<file path="src/rtl/axil_cmd_master_if.sv">
// AXI4-Lite master/slave bus bundle used by axil_cmd_master.
// Width macros default to a 32-bit AXI4-Lite bus unless the build defines them.
`ifndef AXI_ADDR_WIDTH
`define AXI_ADDR_WIDTH 32
`endif
`ifndef AXI_DATA_WIDTH
`define AXI_DATA_WIDTH 32
`endif
`ifndef AXI_STROBE_WIDTH
`define AXI_STROBE_WIDTH 4
`endif
`ifndef AXI_RESP_WIDTH
`define AXI_RESP_WIDTH 2
`endif
`ifndef AXI_RESP_OKAY
`define AXI_RESP_OKAY 2'b00
`endif
`ifndef AXI_RESP_SLVERR
`define AXI_RESP_SLVERR 2'b10
`endif

interface axil_cmd_master_if;
  logic                          awvalid;
  logic                          awready;
  logic [`AXI_ADDR_WIDTH-1:0]    awaddr;
  logic [2:0]                    awprot;
  logic                          wvalid;
  logic                          wready;
  logic [`AXI_DATA_WIDTH-1:0]    wdata;
  logic [`AXI_STROBE_WIDTH-1:0]  wstrb;
  logic                          bvalid;
  logic                          bready;
  logic [`AXI_RESP_WIDTH-1:0]    bresp;
  logic                          arvalid;
  logic                          arready;
  logic [`AXI_ADDR_WIDTH-1:0]    araddr;
  logic [2:0]                    arprot;
  logic                          rvalid;
  logic                          rready;
  logic [`AXI_DATA_WIDTH-1:0]    rdata;
  logic [`AXI_RESP_WIDTH-1:0]    rresp;

  modport master (
    output awvalid, awaddr, awprot, wvalid, wdata, wstrb, bready,
           arvalid, araddr, arprot, rready,
    input  awready, wready, bvalid, bresp, arready, rvalid, rdata, rresp
  );

  modport slave (
    input  awvalid, awaddr, awprot, wvalid, wdata, wstrb, bready,
           arvalid, araddr, arprot, rready,
    output awready, wready, bvalid, bresp, arready, rvalid, rdata, rresp
  );
endinterface

</file>
<file path="src/rtl/axil_cmd_master.sv">
// Single-outstanding command-to-AXI4-Lite master with registered handshakes.
// Define AXIL_CMD_MASTER_TIMEOUT_EN to abort transactions after TIMEOUT_CYCLES.
`ifndef AXI_ADDR_WIDTH
`define AXI_ADDR_WIDTH 32
`endif
`ifndef AXI_DATA_WIDTH
`define AXI_DATA_WIDTH 32
`endif
`ifndef AXI_STROBE_WIDTH
`define AXI_STROBE_WIDTH 4
`endif
`ifndef AXI_RESP_WIDTH
`define AXI_RESP_WIDTH 2
`endif
`ifndef AXI_RESP_OKAY
`define AXI_RESP_OKAY 2'b00
`endif
`ifndef AXI_RESP_SLVERR
`define AXI_RESP_SLVERR 2'b10
`endif

module axil_cmd_master #(
  parameter int TIMEOUT_CYCLES = 256
) (
  input  logic                          CLK,
  input  logic                          RSTn,
  input  logic                          cmd_valid,
  output logic                          cmd_ready,
  input  logic                          cmd_write,
  input  logic [`AXI_ADDR_WIDTH-1:0]    cmd_addr,
  input  logic [`AXI_DATA_WIDTH-1:0]    cmd_wdata,
  input  logic [`AXI_STROBE_WIDTH-1:0]  cmd_wstrb,
  output logic                          rsp_valid,
  input  logic                          rsp_ready,
  output logic [`AXI_DATA_WIDTH-1:0]    rsp_rdata,
  output logic [`AXI_RESP_WIDTH-1:0]    rsp_resp,
  output logic                          rsp_timeout,
  output logic                          busy,
  axil_cmd_master_if.master             m_axi
);

  typedef enum logic [2:0] {
    ST_IDLE  = 3'd0,
    ST_WRITE = 3'd1,
    ST_WRESP = 3'd2,
    ST_RADDR = 3'd3,
    ST_RDATA = 3'd4,
    ST_RESP  = 3'd5
  } state_t;

  state_t                         state_r;
  logic                           cmd_ready_r;
  logic                           awvalid_r;
  logic                           wvalid_r;
  logic                           bready_r;
  logic                           arvalid_r;
  logic                           rready_r;
  logic                           aw_done_r;
  logic                           w_done_r;
  logic                           rsp_valid_r;
  logic                           busy_r;
  logic [`AXI_ADDR_WIDTH-1:0]     addr_r;
  logic [`AXI_DATA_WIDTH-1:0]     wdata_r;
  logic [`AXI_STROBE_WIDTH-1:0]   wstrb_r;
  logic [`AXI_DATA_WIDTH-1:0]     rsp_rdata_r;
  logic [`AXI_RESP_WIDTH-1:0]     rsp_resp_r;

  logic accept_s;
  logic aw_hs_s;
  logic w_hs_s;
  logic b_hs_s;
  logic ar_hs_s;
  logic r_hs_s;
  logic aw_fin_s;
  logic w_fin_s;

  assign accept_s = (state_r == ST_IDLE) && cmd_valid && cmd_ready_r;
  assign aw_hs_s  = awvalid_r && m_axi.awready;
  assign w_hs_s   = wvalid_r && m_axi.wready;
  assign b_hs_s   = bready_r && m_axi.bvalid;
  assign ar_hs_s  = arvalid_r && m_axi.arready;
  assign r_hs_s   = rready_r && m_axi.rvalid;
  // A channel counts as finished if it completed earlier or completes on this edge.
  assign aw_fin_s = aw_done_r || aw_hs_s;
  assign w_fin_s  = w_done_r || w_hs_s;

`ifdef AXIL_CMD_MASTER_TIMEOUT_EN
  localparam int TMO_W = $clog2(TIMEOUT_CYCLES + 1);

  logic [TMO_W-1:0] tmo_cnt_r;
  logic             rsp_timeout_r;
  logic             axi_wait_s;
  logic             tmo_hit_s;

  assign axi_wait_s = (state_r == ST_WRITE) || (state_r == ST_WRESP) ||
                      (state_r == ST_RADDR) || (state_r == ST_RDATA);
  assign tmo_hit_s  = axi_wait_s && (tmo_cnt_r == TMO_W'(TIMEOUT_CYCLES - 1));

  // Per-transaction cycle counter for the abort watchdog.
  always_ff @(posedge CLK or negedge RSTn) begin
    if (!RSTn) begin
      tmo_cnt_r <= {TMO_W{1'b0}};
    end else if (accept_s) begin
      tmo_cnt_r <= {TMO_W{1'b0}};
    end else if (axi_wait_s) begin
      tmo_cnt_r <= tmo_cnt_r + TMO_W'(1);
    end
  end

  assign rsp_timeout = rsp_timeout_r;
`else
  assign rsp_timeout = 1'b0;
`endif

  // Command FSM; every bus and response output is a register driven from here.
  always_ff @(posedge CLK or negedge RSTn) begin
    if (!RSTn) begin
      state_r     <= ST_IDLE;
      cmd_ready_r <= 1'b0;
      awvalid_r   <= 1'b0;
      wvalid_r    <= 1'b0;
      bready_r    <= 1'b0;
      arvalid_r   <= 1'b0;
      rready_r    <= 1'b0;
      aw_done_r   <= 1'b0;
      w_done_r    <= 1'b0;
      rsp_valid_r <= 1'b0;
      busy_r      <= 1'b0;
      addr_r      <= {`AXI_ADDR_WIDTH{1'b0}};
      wdata_r     <= {`AXI_DATA_WIDTH{1'b0}};
      wstrb_r     <= {`AXI_STROBE_WIDTH{1'b0}};
      rsp_rdata_r <= {`AXI_DATA_WIDTH{1'b0}};
      rsp_resp_r  <= `AXI_RESP_OKAY;
`ifdef AXIL_CMD_MASTER_TIMEOUT_EN
      rsp_timeout_r <= 1'b0;
`endif
    end
`ifdef AXIL_CMD_MASTER_TIMEOUT_EN
    else if (tmo_hit_s) begin
      awvalid_r     <= 1'b0;
      wvalid_r      <= 1'b0;
      bready_r      <= 1'b0;
      arvalid_r     <= 1'b0;
      rready_r      <= 1'b0;
      rsp_valid_r   <= 1'b1;
      rsp_rdata_r   <= {`AXI_DATA_WIDTH{1'b0}};
      rsp_resp_r    <= `AXI_RESP_SLVERR;
      rsp_timeout_r <= 1'b1;
      state_r       <= ST_RESP;
    end
`endif
    else begin
      case (state_r)
        ST_IDLE: begin
          cmd_ready_r <= 1'b1;
          if (accept_s) begin
            cmd_ready_r <= 1'b0;
            busy_r      <= 1'b1;
            addr_r      <= cmd_addr;
            wdata_r     <= cmd_wdata;
            wstrb_r     <= cmd_wstrb;
            aw_done_r   <= 1'b0;
            w_done_r    <= 1'b0;
`ifdef AXIL_CMD_MASTER_TIMEOUT_EN
            rsp_timeout_r <= 1'b0;
`endif
            if (cmd_write) begin
              awvalid_r <= 1'b1;
              wvalid_r  <= 1'b1;
              bready_r  <= 1'b1;
              state_r   <= ST_WRITE;
            end else begin
              arvalid_r <= 1'b1;
              state_r   <= ST_RADDR;
            end
          end
        end
        ST_WRITE: begin
          // B handshakes seen here precede AW/W completion and are dropped.
          if (aw_hs_s) begin
            awvalid_r <= 1'b0;
            aw_done_r <= 1'b1;
          end
          if (w_hs_s) begin
            wvalid_r <= 1'b0;
            w_done_r <= 1'b1;
          end
          if (aw_fin_s && w_fin_s) begin
            state_r <= ST_WRESP;
          end
        end
        ST_WRESP: begin
          if (b_hs_s) begin
            bready_r    <= 1'b0;
            rsp_valid_r <= 1'b1;
            rsp_rdata_r <= {`AXI_DATA_WIDTH{1'b0}};
            rsp_resp_r  <= m_axi.bresp;
            state_r     <= ST_RESP;
          end
        end
        ST_RADDR: begin
          if (ar_hs_s) begin
            arvalid_r <= 1'b0;
            rready_r  <= 1'b1;
            state_r   <= ST_RDATA;
          end
        end
        ST_RDATA: begin
          if (r_hs_s) begin
            rready_r    <= 1'b0;
            rsp_valid_r <= 1'b1;
            rsp_rdata_r <= m_axi.rdata;
            rsp_resp_r  <= m_axi.rresp;
            state_r     <= ST_RESP;
          end
        end
        ST_RESP: begin
          if (rsp_ready) begin
            rsp_valid_r <= 1'b0;
            cmd_ready_r <= 1'b1;
            busy_r      <= 1'b0;
            state_r     <= ST_IDLE;
          end
        end
        default: begin
          awvalid_r   <= 1'b0;
          wvalid_r    <= 1'b0;
          bready_r    <= 1'b0;
          arvalid_r   <= 1'b0;
          rready_r    <= 1'b0;
          rsp_valid_r <= 1'b0;
          cmd_ready_r <= 1'b0;
          busy_r      <= 1'b0;
          state_r     <= ST_IDLE;
        end
      endcase
    end
  end

  assign cmd_ready     = cmd_ready_r;
  assign rsp_valid     = rsp_valid_r;
  assign rsp_rdata     = rsp_rdata_r;
  assign rsp_resp      = rsp_resp_r;
  assign busy          = busy_r;
  assign m_axi.awvalid = awvalid_r;
  assign m_axi.awaddr  = addr_r;
  assign m_axi.awprot  = 3'b000;
  assign m_axi.wvalid  = wvalid_r;
  assign m_axi.wdata   = wdata_r;
  assign m_axi.wstrb   = wstrb_r;
  assign m_axi.bready  = bready_r;
  assign m_axi.arvalid = arvalid_r;
  assign m_axi.araddr  = addr_r;
  assign m_axi.arprot  = 3'b000;
  assign m_axi.rready  = rready_r;

endmodule
</file>
<file path="src/flat_wrapper.sv">
// flat-port wrapper written by rule: the top's interface ports become plain ports
module axil_cmd_master_flat 
#(
  parameter int TIMEOUT_CYCLES = 256
)
  (CLK, RSTn, cmd_valid, cmd_ready, cmd_write, cmd_addr, cmd_wdata, cmd_wstrb, rsp_valid, rsp_ready, rsp_rdata, rsp_resp, rsp_timeout, busy, m_axi_awvalid, m_axi_awaddr, m_axi_awprot, m_axi_wvalid, m_axi_wdata, m_axi_wstrb, m_axi_bready, m_axi_arvalid, m_axi_araddr, m_axi_arprot, m_axi_rready, m_axi_awready, m_axi_wready, m_axi_bvalid, m_axi_bresp, m_axi_arready, m_axi_rvalid, m_axi_rdata, m_axi_rresp);
  axil_cmd_master_if m_axi_i ();
  input  logic CLK;
  input  logic RSTn;
  input  logic cmd_valid;
  output logic cmd_ready;
  input  logic cmd_write;
  input  logic [`AXI_ADDR_WIDTH-1:0] cmd_addr;
  input  logic [`AXI_DATA_WIDTH-1:0] cmd_wdata;
  input  logic [`AXI_STROBE_WIDTH-1:0] cmd_wstrb;
  output logic rsp_valid;
  input  logic rsp_ready;
  output logic [`AXI_DATA_WIDTH-1:0] rsp_rdata;
  output logic [`AXI_RESP_WIDTH-1:0] rsp_resp;
  output logic rsp_timeout;
  output logic busy;
  output wire logic [$bits(m_axi_i.awvalid)-1:0] m_axi_awvalid;
  output wire logic [$bits(m_axi_i.awaddr)-1:0] m_axi_awaddr;
  output wire logic [$bits(m_axi_i.awprot)-1:0] m_axi_awprot;
  output wire logic [$bits(m_axi_i.wvalid)-1:0] m_axi_wvalid;
  output wire logic [$bits(m_axi_i.wdata)-1:0] m_axi_wdata;
  output wire logic [$bits(m_axi_i.wstrb)-1:0] m_axi_wstrb;
  output wire logic [$bits(m_axi_i.bready)-1:0] m_axi_bready;
  output wire logic [$bits(m_axi_i.arvalid)-1:0] m_axi_arvalid;
  output wire logic [$bits(m_axi_i.araddr)-1:0] m_axi_araddr;
  output wire logic [$bits(m_axi_i.arprot)-1:0] m_axi_arprot;
  output wire logic [$bits(m_axi_i.rready)-1:0] m_axi_rready;
  input wire logic [$bits(m_axi_i.awready)-1:0] m_axi_awready;
  input wire logic [$bits(m_axi_i.wready)-1:0] m_axi_wready;
  input wire logic [$bits(m_axi_i.bvalid)-1:0] m_axi_bvalid;
  input wire logic [$bits(m_axi_i.bresp)-1:0] m_axi_bresp;
  input wire logic [$bits(m_axi_i.arready)-1:0] m_axi_arready;
  input wire logic [$bits(m_axi_i.rvalid)-1:0] m_axi_rvalid;
  input wire logic [$bits(m_axi_i.rdata)-1:0] m_axi_rdata;
  input wire logic [$bits(m_axi_i.rresp)-1:0] m_axi_rresp;
  assign m_axi_awvalid = m_axi_i.awvalid;
  assign m_axi_awaddr = m_axi_i.awaddr;
  assign m_axi_awprot = m_axi_i.awprot;
  assign m_axi_wvalid = m_axi_i.wvalid;
  assign m_axi_wdata = m_axi_i.wdata;
  assign m_axi_wstrb = m_axi_i.wstrb;
  assign m_axi_bready = m_axi_i.bready;
  assign m_axi_arvalid = m_axi_i.arvalid;
  assign m_axi_araddr = m_axi_i.araddr;
  assign m_axi_arprot = m_axi_i.arprot;
  assign m_axi_rready = m_axi_i.rready;
  assign m_axi_i.awready = m_axi_awready;
  assign m_axi_i.wready = m_axi_wready;
  assign m_axi_i.bvalid = m_axi_bvalid;
  assign m_axi_i.bresp = m_axi_bresp;
  assign m_axi_i.arready = m_axi_arready;
  assign m_axi_i.rvalid = m_axi_rvalid;
  assign m_axi_i.rdata = m_axi_rdata;
  assign m_axi_i.rresp = m_axi_rresp;
  axil_cmd_master #(.TIMEOUT_CYCLES(TIMEOUT_CYCLES)) u_core (.CLK(CLK), .RSTn(RSTn), .cmd_valid(cmd_valid), .cmd_ready(cmd_ready), .cmd_write(cmd_write), .cmd_addr(cmd_addr), .cmd_wdata(cmd_wdata), .cmd_wstrb(cmd_wstrb), .rsp_valid(rsp_valid), .rsp_ready(rsp_ready), .rsp_rdata(rsp_rdata), .rsp_resp(rsp_resp), .rsp_timeout(rsp_timeout), .busy(busy), .m_axi(m_axi_i));
endmodule
</file>
<file path="config.mk">
export PLATFORM = sky130hd
export DESIGN_NAME = axil_cmd_master_flat
export DESIGN_NICKNAME = d
export VERILOG_FILES = /design/src/rtl/axil_cmd_master_if.sv /design/src/rtl/axil_cmd_master.sv /design/src/flat_wrapper.sv
export SDC_FILE = /design/constraint.sdc
export NUM_CORES = 1
export LEC_CHECK = 0
export CAP_MARGIN = 20
export CORE_MARGIN = 8
export CORE_UTILIZATION = 42
export DETAILED_ROUTE_END_ITERATION = 12
export GPL_TIMING_DRIVEN = 0
export PLACE_DENSITY = 0.86
export SYNTH_ARGS = -nofsm -noshare
export SYNTH_HDL_FRONTEND = slang
export SYNTH_SLANG_ARGS = --single-unit
</file>
<file path="constraint.sdc">
create_clock -name CLK -period 3 [get_ports CLK]
set_clock_uncertainty 0.15 [all_clocks]
set_input_delay 0.45 -clock CLK [delete_from_list [all_inputs] [get_ports CLK]]
set_output_delay 0.45 -clock CLK [all_outputs]
set_load 0.005 [all_outputs]
</file>
==> results.md <==
* Status: finished, final reports clean
* Reg2reg end: u_core.m_axi.araddr[3]$_DFFE_PN0P_
* Worst path depth at 2
* Area share of the largest cell type after synthesis at 59.1%
* Top FF cell, synth: dfrtp_1
* Register area share after synthesis at 59.1%
* Worst path required time at about 2.4 ns
* Mapped Area at 4870 sq um
* Total CTS buffers at 17
* Filler cells at 787
* Placer Congestion at 0.897
* Die height at 124 microns
* Ys Warns at 0
* Initial DRC Count at between 300 and 400
* Antenna Cells at 0
* Clk buf depth at 2
* Number of port buffers at approximately 260
* Root Buffer: clkbuf_16
* Mapped Cells at 503
* Max Slew Vio Count at 0
* Number of global-route vias before repair at 4835
* Setup violators final at 0
* Non-Filler Instances at 939
* Area grow syn2layout at 70.5%
* Routed len/inst at about 18 microns
* Cells on Worst Hold Path at 2
* I/O Pins at 263
* Post-Place Cells at 908
* Post-synth EDFFs at 0
* Pleak at 3.97 nW
* Hold Path Class: reg -> reg
* DR pass1 iterations at 4
* Top Family by Delay on Critical Path: buffers and inverters
* CTS tree: built
* Netlist cell types at 31
* Rel. slew slack at 44.9%
* Worst skew pair latency at 0.40 ns
* TNS Setup at 0 ns
* Crit path DAT at roughly 1.4 ns
* Final WL at between 15 and 20 mm
* Chip width at ~120 microns
* Detail-routed via count per cell at 4.86
* #FFs+latches synth at 115
* RSZ-0062 raised after global routing: false
* Rows at 39
* Final net count at 899
* Core box area at 11400 sq um
* ANT nets after route at 0
* Endpoints failing hold at 0
* Largest net degree at the start of global routing at 61
* Crit Path Class: reg -> out
* Fin crit share at 68.1%
* Post-CTS setup buffer count at 0
* Slowest cell delay on critical path at 0.49 ns
* WHS Endpoint: u_core.m_axi.wdata[19]$_DFFE_PN0P_
* Slew @ Worst Pin at about 0.8 ns
* Reg2Reg Setup Slack at 0.99 ns
* Die ar. at 15300 sq um
* Clk slew on worst S/H paths at 0.05 ns
* Mean Syn Cell Area at 9.69 sq um
* Starting density of the core at 42.9%
* Yosys top cell by area: dfrtp_1
* Most frequent cells in the layout: 254 x clkdlybuf4s50_1, 223 x nand2_1, 115 x dfrtp_1
* Async SR Flop Fraction at 100%
* CTS Sinks at 115
* CP startpoint kind: register
* Global-route usage over all layers at 21.4%
* CTS H-tree lvls at 4
* Worst Hold Launch: u_core.m_axi.wdata[19]$_DFFE_PN0P_
* Top cells by area, synth: dfrtp_1 59%, nand2_1 17%, a22o_1 6.1%
* PwrDens at 1000 nW/um^2
* Max Cap Viol at 0
* Critical Path Fanout Max at 3
* R2R cell count at 6
* Cell chain of the critical path: buf_4 > clkdlybuf4s50_1
* First-pass GRT wire length at 25.3 mm
* Worst vdd ir at 0.000566 V
* WP buf/inv at 2
* Commonest non-fill, non-tap cell in the layout: clkdlybuf4s50_1
* Initial antenna violation count at 0
* Setup crit end kind: primary output
* F_max at 490 MHz
* Via count at 4565
* Share of layout cells above drive strength 1 at a little under an eighth
* Placed wire-length estimate at roughly 13 mm
* GR Overflow Total at 0
* Crit path max-delay cell type: clkdlybuf4s50_1
* Tmin final at 2.04 ns
* Remaining DRCs at 0
* Reg2reg start: u_core.state_r[2]$_DFFE_PN0P_
==> registers in the layout, summed over array words and instances, names as in the netlist, 2 cells and up <==
register	flops
u_core.m_axi.araddr	32
u_core.m_axi.wdata	32
u_core.m_axi.wstrb	4
u_core.rsp_resp	2
u_core.state_r	3
u_core.rsp_rdata	32
==> power breakdown <==
group / leakage [nW] / internal, mW / total (mW) / switching (mW)
logic: 2.19 / 2.14 / 3.54 / 1.40
clock network: 0.314 / 1.52 / 2.18 / 0.653
registers: 1.46 / 2.16 / 2.60 / 0.433
total: 3.97 / 5.82 / 8.31 / 2.49
==> layer usage <==
layer	up-vias	track usage (%)	share of wire (%)
met5	-	0	0
met4	0	7.15	1.6
met3	19	7.98	11
met2	210	38.9	53
met1	2175	22.2	35
li1	2161	-	-
==> cells in the mapped netlist (2+ instances only) <==
cell type  instances
nand2_1          223
dfrtp_1          115
buf_4             39
a22o_1            34
o21ai_0           15
a21oi_1           11
buf_2             11
buf_6              8
clkbuf_1           8
nor2_1             6
nand3_1            5
nor2b_1            3
a31oi_1            2
inv_1              2
mux2i_1            2
nand4_1            2
nand4b_1           2
nor3b_1            2
==> stage by stage <==
step / worst slack (ns) / hold WS (ns) / utilization (%) / cell area, sq um / total power, mW
after floorplan: 1.42 / 0.00441 / - / 4890 / 3.97
after CTS: 0.932 / 0.324 / 73.1 / 8310 / 8.41
after global routing: 0.805 / 0.342 / 73.1 / 8310 / 8.82
after detailed placement: 0.621 / 0.311 / 67.3 / 7650 / 6.18
final: 0.957 / 0.322 / 73.1 / 8310 / 8.31
after global placement: -2.91 / 0.308 / 67.1 / 7630 / 6.02
==> worst register-to-register path: stages (launching register included) <==
cell	delay, ns
dfrtp_1	0.37
buf_2	0.19
inv_2	0.16
nand4_1	0.43
clkbuf_1	0.37
nand2_1	0.16
nand2_1	0.07
==> worst max path at each step <==
stage | slack (ns) | startpoint | to
finish | 0.96 | u_core.m_axi.araddr[9]$_DFFE_PN0P_ | m_axi_awaddr[9]
global route | 0.81 | u_core.state_r[2]$_DFFE_PN0P_ | u_core.m_axi.araddr[21]$_DFFE_PN0P_
CTS | 0.93 | u_core.m_axi.araddr[9]$_DFFE_PN0P_ | m_axi_awaddr[9]
detailed placement | 0.62 | cmd_valid | u_core.m_axi.wstrb[1]$_DFFE_PN0P_
global placement | -2.91 | RSTn | u_core.m_axi.wdata[24]$_DFFE_PN0P_
floorplan | 1.42 | u_core.state_r[1]$_DFFE_PN0P_ | u_core.m_axi.wvalid$_DFFE_PN0P_
==> logic make-up after synthesis <==
group | synth area share [%]
flops | 59.1
other cells | 0.0770
mux | 0.411
simple gates | 20.1
compound gates | 10.5
buf+inv | 9.84
==> cell type report <==
cell class	instances	area [sq um]	share of cell area (%)
Timing Repair Buffer	257	2590	31.1
Sequential cell	115	2880	34.6
Multi-Input combinational cell	325	1540	18.5
Buffer	66	468	5.63
Inverter	3	11.3	0.136
Tap cell	143	179	2.15
Clock inverter	10	180	2.17
Clock buffer	20	467	5.62
==> what timing repair did <==
item | 4_1_cts | 5_1_grt
gates resized for setup | 0 | 0
endpoints found under the setup margin | 0 | 0
hold buffers | 1 | 0
hold endpoints to repair | 55 | 0
Power figures use the tool's default switching activity.
==> edit 1 (same flow settings) <==
`AXI_STROBE_WIDTH`: 4 -> 5.
--- a/src/rtl/axil_cmd_master_if.sv
+++ b/src/rtl/axil_cmd_master_if.sv
@@ -9,3 +9,3 @@
 `ifndef AXI_STROBE_WIDTH
-`define AXI_STROBE_WIDTH 4
+`define AXI_STROBE_WIDTH 5
 `endif
Ports: changed (resized cmd_wstrb and m_axi_wstrb); port bits go from 263 to 265. The function was not compared with the original's and may differ.
==> edit 1 against the unedited design <==
  * Register-to-register slack worse by 0.02 ns
  * Routed wire length is 4.0% higher
  * Cell area is 1.8% higher
  * Sequential cell count is 1 higher
  * Cell count is 0.64% higher
  * Sequential share of layout area is 0.30 points lower
  * Setup slack better by 0.0093 ns
  * Synthesized area is 3.5% higher
  * Critical path depth is 2 higher
  * Non-clock buffer count is 3 higher
Power is not compared: it rests on default switching activity, and its combinational part moved more than twofold at a synthesized area within 25%.
==> edit 1: results (changes against the unedited design) <==
metric	value	unit	change
dpl.hpwl	13.29	mm	+3.6%
r2r_slack	0.97	ns	-0.02 ns
drive_gt1_frac	0.1341		+0.01474
slowest_stage	a2111oi_2		
worstPathMaxFanout	6		+3
grt_use_total	0.2186		+0.004819
tightestPinTransition	0.8124	ns	-0.008182 ns
drtIter0Drc	303		-19%
p_leak	0.004067	uW	
syn_inst	501		-0.40%
layout.nets	900		+0.11%
grt_pass1_vias	4928		+1.9%
reg2reg_to	u_core.state_r[1]		
netlist_top_cells_count	215 x nand2_1, 116 x dfrtp_1, 40 x buf_4, 31 x a22o_1, 12 x buf_6		
cts-root-buf	clkbuf_16		
critPathArrivalTime	2.17	ns	+0.73 ns
post-place-cells	912		+0.44%
min_to	u_core.m_axi.wdata[13]		
clk_pin_slew	0.05	ns	about the same
worstHoldPathType	reg2reg		
num_vias	4625		+1.3%
hold_ws	0.3295	ns	+0.007995 ns
synth_seq_area_share	0.5758		-0.01483
cts.path.max_buffers	2		unchanged
ff2ff_path_depth	4		-2
routedWlPerCell	18.11	um	+3.3%
ys_types	41		+32%
antenna_found_initial	0		unchanged
place_area	7845	sq um	+2.5%
regToRegStartpoint	u_core.cmd_ready		
dr.pass1.iters	4		unchanged
async_flop_share	1.000		unchanged
drt-total-wl	17.11	mm	+4.0%
synth.area.top_cells	dfrtp_1 58%, nand2_1 16%, buf_4 6.0%		
hp-start	u_core.m_axi.wdata[13]		
grt_pass1_wl	27.14	mm	+7.2%
outcome	completed		
cts_htree_levels	4		unchanged
numCtsBuffers	17		unchanged
portBuffers	257		+0.78%
gp_congestion	0.8479		-5.5%
grt_max_degree	63		+3.3%
cpPeakStageDelay	0.72	ns	+0.23 ns
[edit 1: critical path: cells and delay by family (launching register included)]
family          cells  cell delay [ns]
compound gates      2             0.85
flops               1             0.43
mux                 1             0.34
simple gates        1             0.14
[edit 1: power by group]
| part | total, uW | switching [uW] | internal, uW |
|---|---|---|---|
| sequential | 1570 | 0 | 1570 |
| clock | 2000 | 676 | 1330 |
| combinational | 206 | 62.8 | 143 |
[edit 1: how the worst max path moves through the flow]
stage	from	endpoint	slack, ns	cells past startpoint
global route	u_core.cmd_ready	u_core.state_r[1]	0.88	4
CTS	u_core.m_axi.araddr[29]	m_axi_awaddr[29]	0.95	2
detailed placement	cmd_valid	u_core.state_r[1]	0.56	5
floorplan	u_core.cmd_ready	u_core.state_r[1]	1.25	4
finish	u_core.cmd_ready	u_core.state_r[1]	0.97	4
global placement	RSTn	u_core.rsp_resp[0]	-2.99	1
[edit 1: metrics by stage]
step	worst slack [ns]	total power [uW]	setup TNS, ns	util
2_1_floorplan	1.254	1608	0	-
3_3_place_gp	-2.988	1791	-345.42	0.6593
3_5_place_dp	0.5579	1797	0	0.6614
4_1_cts	0.9477	3812	0	0.7128
5_1_grt	0.8822	3892	0	0.7128
6_report	0.9665	3775	0	0.7128
[edit 1: repair_timing]
item / in CTS / in global routing
hold endpoints to repair: 8 / 0
hold buffers: 1 / 0
gates resized for setup: 0 / 0
[edit 1: cell families after synthesis]
group | share of synthesized area
muxes | 0.01067
DFF | 0.5758
buffers and inverters | 0.1092
and+or+nand+nor | 0.2000
AOI/OAI and AO/OA | 0.1035
other | 0.0007439
[edit 1: layer usage]
| layer | vias up | part of all wire | global-route usage |
|---|---|---|---|
| li1 | 2160 | - | - |
| met1 | 2239 | 0.36 | 0.2309 |
| met2 | 199 | 0.53 | 0.3913 |
| met3 | 27 | 0.089 | 0.07607 |
| met4 | 0 | 0.021 | 0.08453 |
| met5 | - | 0 | 0 |
[edit 1: layout make-up]
type | instances | area (sq um)
buffer | 67 | 539.3
clock buffer | 24 | 501.7
clock inverter | 8 | 97.59
fill | 846 | 3407
inverter | 3 | 11.26
multi-input combinational | 321 | 1610
sequential | 116 | 2903
tap | 147 | 183.9
timing repair buffer | 259 | 2608
==> edit 2 (same settings) <==
Without the edit above. The 6 states of `state_t` get a one-hot encoding in 6 bits.
--- a/src/rtl/axil_cmd_master.sv
+++ b/src/rtl/axil_cmd_master.sv
@@ -41,9 +41,9 @@
 
-  typedef enum logic [2:0] {
-    ST_IDLE  = 3'd0,
-    ST_WRITE = 3'd1,
-    ST_WRESP = 3'd2,
-    ST_RADDR = 3'd3,
-    ST_RDATA = 3'd4,
-    ST_RESP  = 3'd5
+  typedef enum logic [5:0] {
+    ST_IDLE  = 6'b000001,
+    ST_WRITE = 6'b000010,
+    ST_WRESP = 6'b000100,
+    ST_RADDR = 6'b001000,
+    ST_RDATA = 6'b010000,
+    ST_RESP  = 6'b100000
   } state_t;
Function: same outputs for any inputs over 10 cycles, from zero or initial values and one cycle with RSTn low; not proved beyond that.
==> edit 2 against the unedited design <==
  * Sequential power decreased by 5%
  * Worst hold slack improved by 0.0011 ns
  * Utilization decreased by 1.8 points
  * Clock power decreased by 5%
  * Routed wire length increased by 3.2%
  * Cell area increased by 1.7%
  * Largest cell class unchanged
  * Setup slack got worse by 0.19 ns
  * Synthesized area increased by 3.5%
  * Total power decreased by 4.0%
  * Sequential cell count increased by 3
  * Cell count increased by 2.0%
  * Combinational power decreased by 3%
  * Die area increased by 3.0%
==> edit 2: results (changes against the unedited design) <==
metric	value	unit	change
layout.nets	912		+1.4%
gp_congestion	0.9013		+0.49%
p_leak	0.004043	uW	+1.9%
regToRegStartpoint	u_core.state_r[5]		
grt_max_degree	72		+18%
outcome	completed		
grt_pass1_vias	5216		+7.9%
cp_top_family	simple AND/OR/NAND/NOR gates		
instances_no_fill	958		+2.0%
met3_usage	0.08925		+0.009465
place_area	7829	sq um	+2.3%
avgSynthCellArea	9.770	sq um	+0.86%
drt-total-wl	16.98	mm	+3.2%
r2r_slack	0.77	ns	-0.22 ns
netlist_top_cells_count	221 x nand2_1, 117 x dfrtp_1, 43 x buf_4, 33 x a22o_1, 10 x buf_2		
critPathArrivalTime	2.42	ns	+0.98 ns
reg2reg_to	u_core.busy		
met1_length	6.506	mm	+13%
worstPathMaxFanout	10		+7
synth.area.top_cells	dfrtp_1 58%, nand2_1 16%, buf_4 6.4%		
grt_pass1_wl	26.79	mm	+5.9%
ys_types	40		+29%
numCtsBuffers	17		unchanged
dr.pass1.iters	7		+3
grt_util_met2	0.3630		-0.02624
hold-path-cell-count	2		unchanged
cpPeakStageDelay	0.49	ns	about the same
drive_gt1_frac	0.1184		-0.0009744
wl_met3	1.606	mm	-8.5%
synth_seq_area_share	0.5860		-0.004651
grt_use_total	0.2131		-0.0006597
dp_worst_setup_slack	0.7777	ns	+0.1562 ns
slowest_stage	dfrtp_1		
post-place-cells	925		+1.9%
hold_ws	0.3227	ns	+0.001140 ns
grt_use_met1	0.2271		+0.005457
hp-start	u_core.m_axi.wdata[14]		
wl_met2	8.379	mm	-3.8%
ff2ff_path_depth	5		-1
dpl.hpwl	13.23	mm	+3.2%
num_vias	4759		+4.2%
min_to	u_core.m_axi.wdata[14]		
peakVddDrop	380.8	uV	-33%
grt_overflow	0		unchanged
-- edit 2: kinds of logic (layout without fill, tap and decap cells) --
kind of cell,Yosys count,in the layout,share of synthesized area
and+or+nand+nor,264,264,0.2194
DFF,118,118,0.5860
buffers and inverters,64,353,0.08662
AOI/OAI and AO/OA,63,63,0.09630
xor gates and xnor gates,4,4,0.006951
muxes,2,2,0.003971
other,1,7,0.0007439
-- edit 2: how the worst max path moves through the flow --
stage / startpoint / end / slack, ns / cells after the start
floorplan: u_core.state_r[3] / u_core.rsp_rdata[10] / 1.13 / 7
global placement: RSTn / u_core.m_axi.araddr[28] / -3.05 / 1
detailed placement: u_core.state_r[5] / u_core.busy / 0.78 / 5
CTS: u_core.state_r[0] / u_core.busy / 0.76 / 6
global route: u_core.state_r[0] / u_core.m_axi.wdata[31] / 0.60 / 7
finish: u_core.state_r[5] / u_core.busy / 0.77 / 5
-- edit 2: timing repair --
| action | CTS | global route |
|---|---|---|
| buffers inserted | 0 | 0 |
| endpoints found under the hold margin | 47 | 0 |
| hold buffers | 1 | 0 |
| endpoints found under the setup margin | 0 | 0 |
-- edit 2: report_power, final --
part           switching [uW]  internal [uW]
clock                     721           1350
sequential                370           2110
combinational            1480           1960
-- edit 2: worst register-to-register path, cell delays in order (launching register included) --
cell and delay (ns):
dfrtp_1 0.49, nor4_2 0.41, nand2_1 0.20, nor2_2 0.41
buf_2 0.32, o32a_1 0.19
-- edit 2: area by class of cell --
class | count | area (sq um)
clock buffers | 21 | 460.4
well taps | 147 | 183.9
repair buffers | 257 | 2591
multi-input cells | 340 | 1673
fillers | 857 | 3412
plain buffers | 64 | 436.7
clock inverters | 11 | 150.1
flip-flops and latches | 118 | 2954
